<file path="config.mk">
export PLATFORM = sky130hd
export DESIGN_NAME = sng_pair_gen
export DESIGN_NICKNAME = d
export VERILOG_FILES = /design/src/rtl/sng_pair_gen.sv
export SDC_FILE = /design/constraint.sdc
export NUM_CORES = 1
export LEC_CHECK = 0
export CAP_MARGIN = 20
export CELL_PAD_IN_SITES_DETAIL_PLACEMENT = 0
export CELL_PAD_IN_SITES_GLOBAL_PLACEMENT = 2
export CORE_MARGIN = 8
export CORE_UTILIZATION = 31
export DETAILED_ROUTE_END_ITERATION = 16
export PLACE_DENSITY_LB_ADDON = 0.1
export SLEW_MARGIN = 10
export SYNTH_ARGS = -nofsm -noshare
export SYNTH_HDL_FRONTEND = slang
export SYNTH_SLANG_ARGS = --single-unit
</file>
<file path="constraint.sdc">
create_clock -name clk -period 1.5 [get_ports clk]
set_input_delay 0.3 -clock clk [delete_from_list [all_inputs] [get_ports clk]]
set_output_delay 0.3 -clock clk [all_outputs]
set_load 0.005 [all_outputs]
</file>
<file path="src/rtl/sng_pair_gen.sv">
// ---------------------------------------------------------------------------
// sng_pair_gen
//   Dual stochastic number generator. Two BW-bit operands are converted into
//   two unary bitstreams of 2^BW valid cycles each. Both streams are driven by
//   a shared up-counter, so each conversion carries exactly the operand value
//   in ones. Stream 1 compares against the bit-reversed counter by default,
//   which decorrelates it from stream 0.
//
//   Optional build macro: SNG_PAIR_CORR_EN
//     defined   : stream 1 uses the plain counter (streams fully correlated)
//     undefined : stream 1 uses the bit-reversed counter (default)
//
// Parameters
//   BW     operand width; stream length is 2^BW valid cycles
//
// Ports
//   clk    in   rising-edge clock
//   rst    in   asynchronous active-high reset
//   start  in   conversion request, sampled only while idle
//   src0   in   operand 0, latched when start is accepted
//   src1   in   operand 1, latched when start is accepted
//   hold   in   stall while running: counter frozen, valid low
//   busy   out  high whenever a conversion is in progress (state != IDLE)
//   valid  out  out0/out1 carry a stream bit this cycle
//   out0   out  stream bit 0, P(1) = src0 / 2^BW
//   out1   out  stream bit 1, P(1) = src1 / 2^BW
//   done   out  one-cycle pulse in the cycle after the last stream bit
// ---------------------------------------------------------------------------
module sng_pair_gen #(
  parameter int unsigned BW = 8
) (
  input  logic          clk,
  input  logic          rst,
  input  logic          start,
  input  logic [BW-1:0] src0,
  input  logic [BW-1:0] src1,
  input  logic          hold,
  output logic          busy,
  output logic          valid,
  output logic          out0,
  output logic          out1,
  output logic          done
);

  typedef enum logic [1:0] {
    IDLE = 2'd0,
    RUN  = 2'd1,
    DONE = 2'd2
  } state_t;

  state_t        state_q, state_d;
  logic [BW-1:0] cnt_q,   cnt_d;
  logic [BW-1:0] s0_q,    s0_d;
  logic [BW-1:0] s1_q,    s1_d;
  logic          wrap_q,  wrap_d;
  logic          valid_d, out0_d, out1_d, done_d;
  logic [BW-1:0] rng1;

  // Stream 1 random source.
  always_comb begin
    rng1 = '0;
`ifdef SNG_PAIR_CORR_EN
    rng1 = cnt_q;
`else
    for (int unsigned i = 0; i < BW; i++) begin
      rng1[i] = cnt_q[BW-1-i];
    end
`endif
  end

  // The last stream bit is registered on the edge where cnt wraps; wrap_q
  // remembers that so the following edge raises done while the FSM moves to
  // DONE. This keeps done one cycle after the last valid bit and keeps busy
  // high through the done cycle.
  always_comb begin
    state_d = state_q;
    cnt_d   = cnt_q;
    s0_d    = s0_q;
    s1_d    = s1_q;
    wrap_d  = wrap_q;
    valid_d = 1'b0;
    out0_d  = 1'b0;
    out1_d  = 1'b0;
    done_d  = 1'b0;

    unique case (state_q)
      IDLE: begin
        if (start) begin
          s0_d    = src0;
          s1_d    = src1;
          cnt_d   = '0;
          wrap_d  = 1'b0;
          state_d = RUN;
        end
      end

      RUN: begin
        if (wrap_q) begin
          wrap_d  = 1'b0;
          done_d  = 1'b1;
          state_d = DONE;
        end else if (!hold) begin
          valid_d = 1'b1;
          out0_d  = (s0_q > cnt_q);
          out1_d  = (s1_q > rng1);
          cnt_d   = cnt_q + BW'(1);
          if (cnt_q == '1) begin
            wrap_d = 1'b1;
          end
        end
      end

      DONE: begin
        state_d = IDLE;
      end

      default: begin
        state_d = IDLE;
      end
    endcase
  end

  always_ff @(posedge clk or posedge rst) begin
    if (rst) begin
      state_q <= IDLE;
      cnt_q   <= '0;
      s0_q    <= '0;
      s1_q    <= '0;
      wrap_q  <= 1'b0;
      valid   <= 1'b0;
      out0    <= 1'b0;
      out1    <= 1'b0;
      done    <= 1'b0;
    end else begin
      state_q <= state_d;
      cnt_q   <= cnt_d;
      s0_q    <= s0_d;
      s1_q    <= s1_d;
      wrap_q  <= wrap_d;
      valid   <= valid_d;
      out0    <= out0_d;
      out1    <= out1_d;
      done    <= done_d;
    end
  end

  assign busy = (state_q != IDLE);

endmodule

</file>
==> flow_metrics.py <==
metrics = {
    "final_layout": {
        "final-seq-area_um2": 776,
        "count_of_fill_cells_added_during_filler_insertion": 498,
        "mostFrequentLayoutCell": "dfrtp_1",
        "total_area_of_multi_input_combinational_cells_um2": 801,
        "instances_no_fill": 265,
        "final_area_mm2": 0.00230,
        "most-common-layout-cells": "dfrtp_1, clkdlybuf4s50_1, ha_1, buf_4, mux2_2",
        "area.growth.synth_to_final_pct": 39.6,
        "antenna_cells_inserted": 0,
        "final_layout_size_suffix_gt1_share_pct": 27.7,
        "final_core_utilization_pct": 45.0,
        "layout.nets": 233,
    },
    "synth": {
        "synth-seq-cells": 31,
        "synth_top_area_share_pct": 47.1,
        "ys_top_cells_by_area": "dfrtp_1, ha_1, mux2_2, inv_1, xnor2_1",
        "synth_enable_flop_cells": 0,
        "synth-main-ff-cell": "dfrtp_1",
        "ys_seq_area_share_pct": 47.1,
        "synthDominantAreaCellType": "dfrtp_1",
        "fraction_of_registers_with_async_set_or_reset_after_synthesis_pct": 100,
        "post_synth_inst_count": 143,
        "synth-warning-count": 0,
        "syn_area_per_cell_um2": 11.5,
        "synthesis.area_mm2": 0.00165,
        "synth.net_count": 180,
        "yosysUniqueCellTypes": 27,
    },
    "routing": {
        "avgRoutedWirePerCell_um": 13.4,
        "drt-vias-per-instance": 4.55,
        "via_count": 1207,
        "detail_route.first_pass.iterations": 4,
        "ant_nets": 0,
        "detail_route.drc_violations": 0,
        "route.final.wire_length_um": 3550,
        "drt_iter0_drc": 37,
    },
    "die": {
        "die_y_um": 88.9,
        "die_ar_mm2": 0.00789,
        "die_w_um": 88.9,
        "num_rows": 26,
        "io_pins": 25,
        "floorplan.initialDensity_pct": 32.2,
        "floorplan.core_area_mm2": 0.00511,
    },
    "timing": {
        "post-route-worst-setup-slack_ps": -35.8,
        "timing.final.setup_violations": 14,
        "worst_clock_skew_ps": 5.81,
        "fmax_mhz": 651,
        "worstMarginPinSlew_ps": 256,
        "layout_worst_path_cycle_share_pct": 102,
        "drv_slew": 0,
        "min_period_ps": 1540,
        "timing.setup.tns_ps": -265,
        "slew-limit-headroom_pct": 82.9,
        "hold_violations": 0,
        "grt_setup_unrepaired": "yes",
    },
    "setup_path": {
        "worstSetupPathType": "reg2reg",
        "cp.required_ps": 1660,
        "path_max_fanout": 5,
        "critical_path_arrival_ps": 1700,
        "critPathLaunchType": "flip-flop",
        "crit_path_end_kind": "flip-flop",
    },
    "place": {
        "gp_routability_congestion": 0.755,
        "io_buffers": 24,
        "dpl-instance-area_mm2": 0.00208,
        "dp_cells": 247,
        "hpwlAfterDp_um": 2610,
    },
    "power": {
        "power_leakage_nw": 1.08,
        "pd_cells_mw_per_mm2": 1080,
        "ir_worst_vdd_mv": 0.461,
    },
    "clock_network": {
        "cts_htree_levels": 2,
        "tritoncts": "done",
        "cts_max_path_buffers": 2,
        "cts_inserted_buffers": 5,
        "clkSlewWorstSetupHoldPaths_ps": 60,
        "cts.root.buffer_cell": "clkbuf_8",
        "cts.hold.buffers_added": 0,
        "cts_num_sinks": 31,
        "clk_latency_ps": 270,
    },
    "global_route": {
        "grt_start_max_net_pins": 32,
        "gr_overflow_total": 0,
        "grt_first_pass_wirelength_um": 5830,
        "grt_antenna_before_repair": 0,
        "grt_use_total_pct": 9.69,
        "first_global_vias": 1226,
    },
    "worst_hold_path": {
        "holdCritPathClass": "in2async",
    },
    "run_status": {
        "violations": "negative setup slack",
        "status": "finished with violations",
    },
    "flow_run": {
        "cap_viol_max_count": 0,
    },
}
## worst max-delay path, stage by stage (launching register included)
cell and delay (ps):
dfrtp_1 390, buf_6 130, buf_6 120, nor3b_4 170, buf_6 150, clkbuf_16 150, mux2_2 320
## layout make-up
type | count | share of cell area, %
flip-flops and latches | 31 | 33.8
well taps | 70 | 3.81
repair buffers | 50 | 22.4
clock buffers | 6 | 3.16
multi-input cells | 96 | 34.9
inverters | 12 | 1.96
## cell usage after synthesis (2+ instances only)
cell type  instances
o21ai_0            8
xnor2_1            5
nor3b_1            2
o21ba_2            2
nor2b_1            2
nand3_1            3
ha_1              17
nand2_1            8
inv_1             12
buf_6              3
nor2_1             8
o211ai_1           2
and2_1             2
nand4_1            6
dfrtp_1           31
mux2_2            14
a21oi_1            8
## metrics by stage
step                hold slack [ps]  setup WS, ps  total power [W]
floorplan                       404          73.9          0.00158
global placement                498          -155          0.00188
detailed placement              505          -167          0.00191
CTS                             360         -33.6          0.00251
global route                    397         -79.4          0.00269
finish                          362         -35.8          0.00249
## sequential cells by signal, summed over array words and instances, names as in the netlist
register,cells
done,1
s1_q,8
state_q,2
out0,1
out1,1
valid,1
wrap_q,1
s0_q,8
cnt_q,8
## cells by family after synthesis
family | Yosys count | synth area share (%)
AOI/OAI and AO/OA | 21 | 7.60
DFF | 31 | 47.1
xor gates and xnor gates | 5 | 2.66
muxes | 15 | 10.2
buffers and inverters | 16 | 5.09
adders and majority gates | 17 | 12.9
and+or+nand+nor | 38 | 14.4
## routing by layer
layer	global-route usage (%)	wire, um	vias up
met2	15.2	1710	22
li1	-	-	602
met1	11.6	1640	579
met5	0	0	-
met4	4.15	40	0
met3	3.53	148	4
## final timing paths
check                      startpoint  slack, ps  cells after the start        to
max reg2reg                state_q[1]        -40                      6   s0_q[5]
max in group asynchronous         rst        970                      3   s0_q[1]
min                               rst        360                      3   s1_q[7]
max                        state_q[1]        -40                      6   s0_q[5]
min reg2reg                   s1_q[7]        510                      1   s1_q[7]
min in group clk                 hold        500                      5  cnt_q[0]
## repair_timing
| action | CTS | global route |
|---|---|---|
| setup endpoints to repair | 1 | 22 |
| resized for setup | 3 | 11 |
| buffers inserted | 2 | 8 |
| cloned | 0 | 2 |
| pin swaps | 0 | 3 |
## report_power, final
| group | internal [W] | total (W) | switching, W | leakage, nW |
|---|---|---|---|---|
| Clock | 0.000308 | 0.000584 | 0.000276 | 0.0371 |
| Combinational | 0.000444 | 0.000854 | 0.000411 | 0.654 |
| Sequential | 0.000975 | 0.00105 | 0.0000747 | 0.384 |
| Total | 0.00173 | 0.00249 | 0.000761 | 1.08 |
Note: power is estimated with default switching activity, not from simulation.
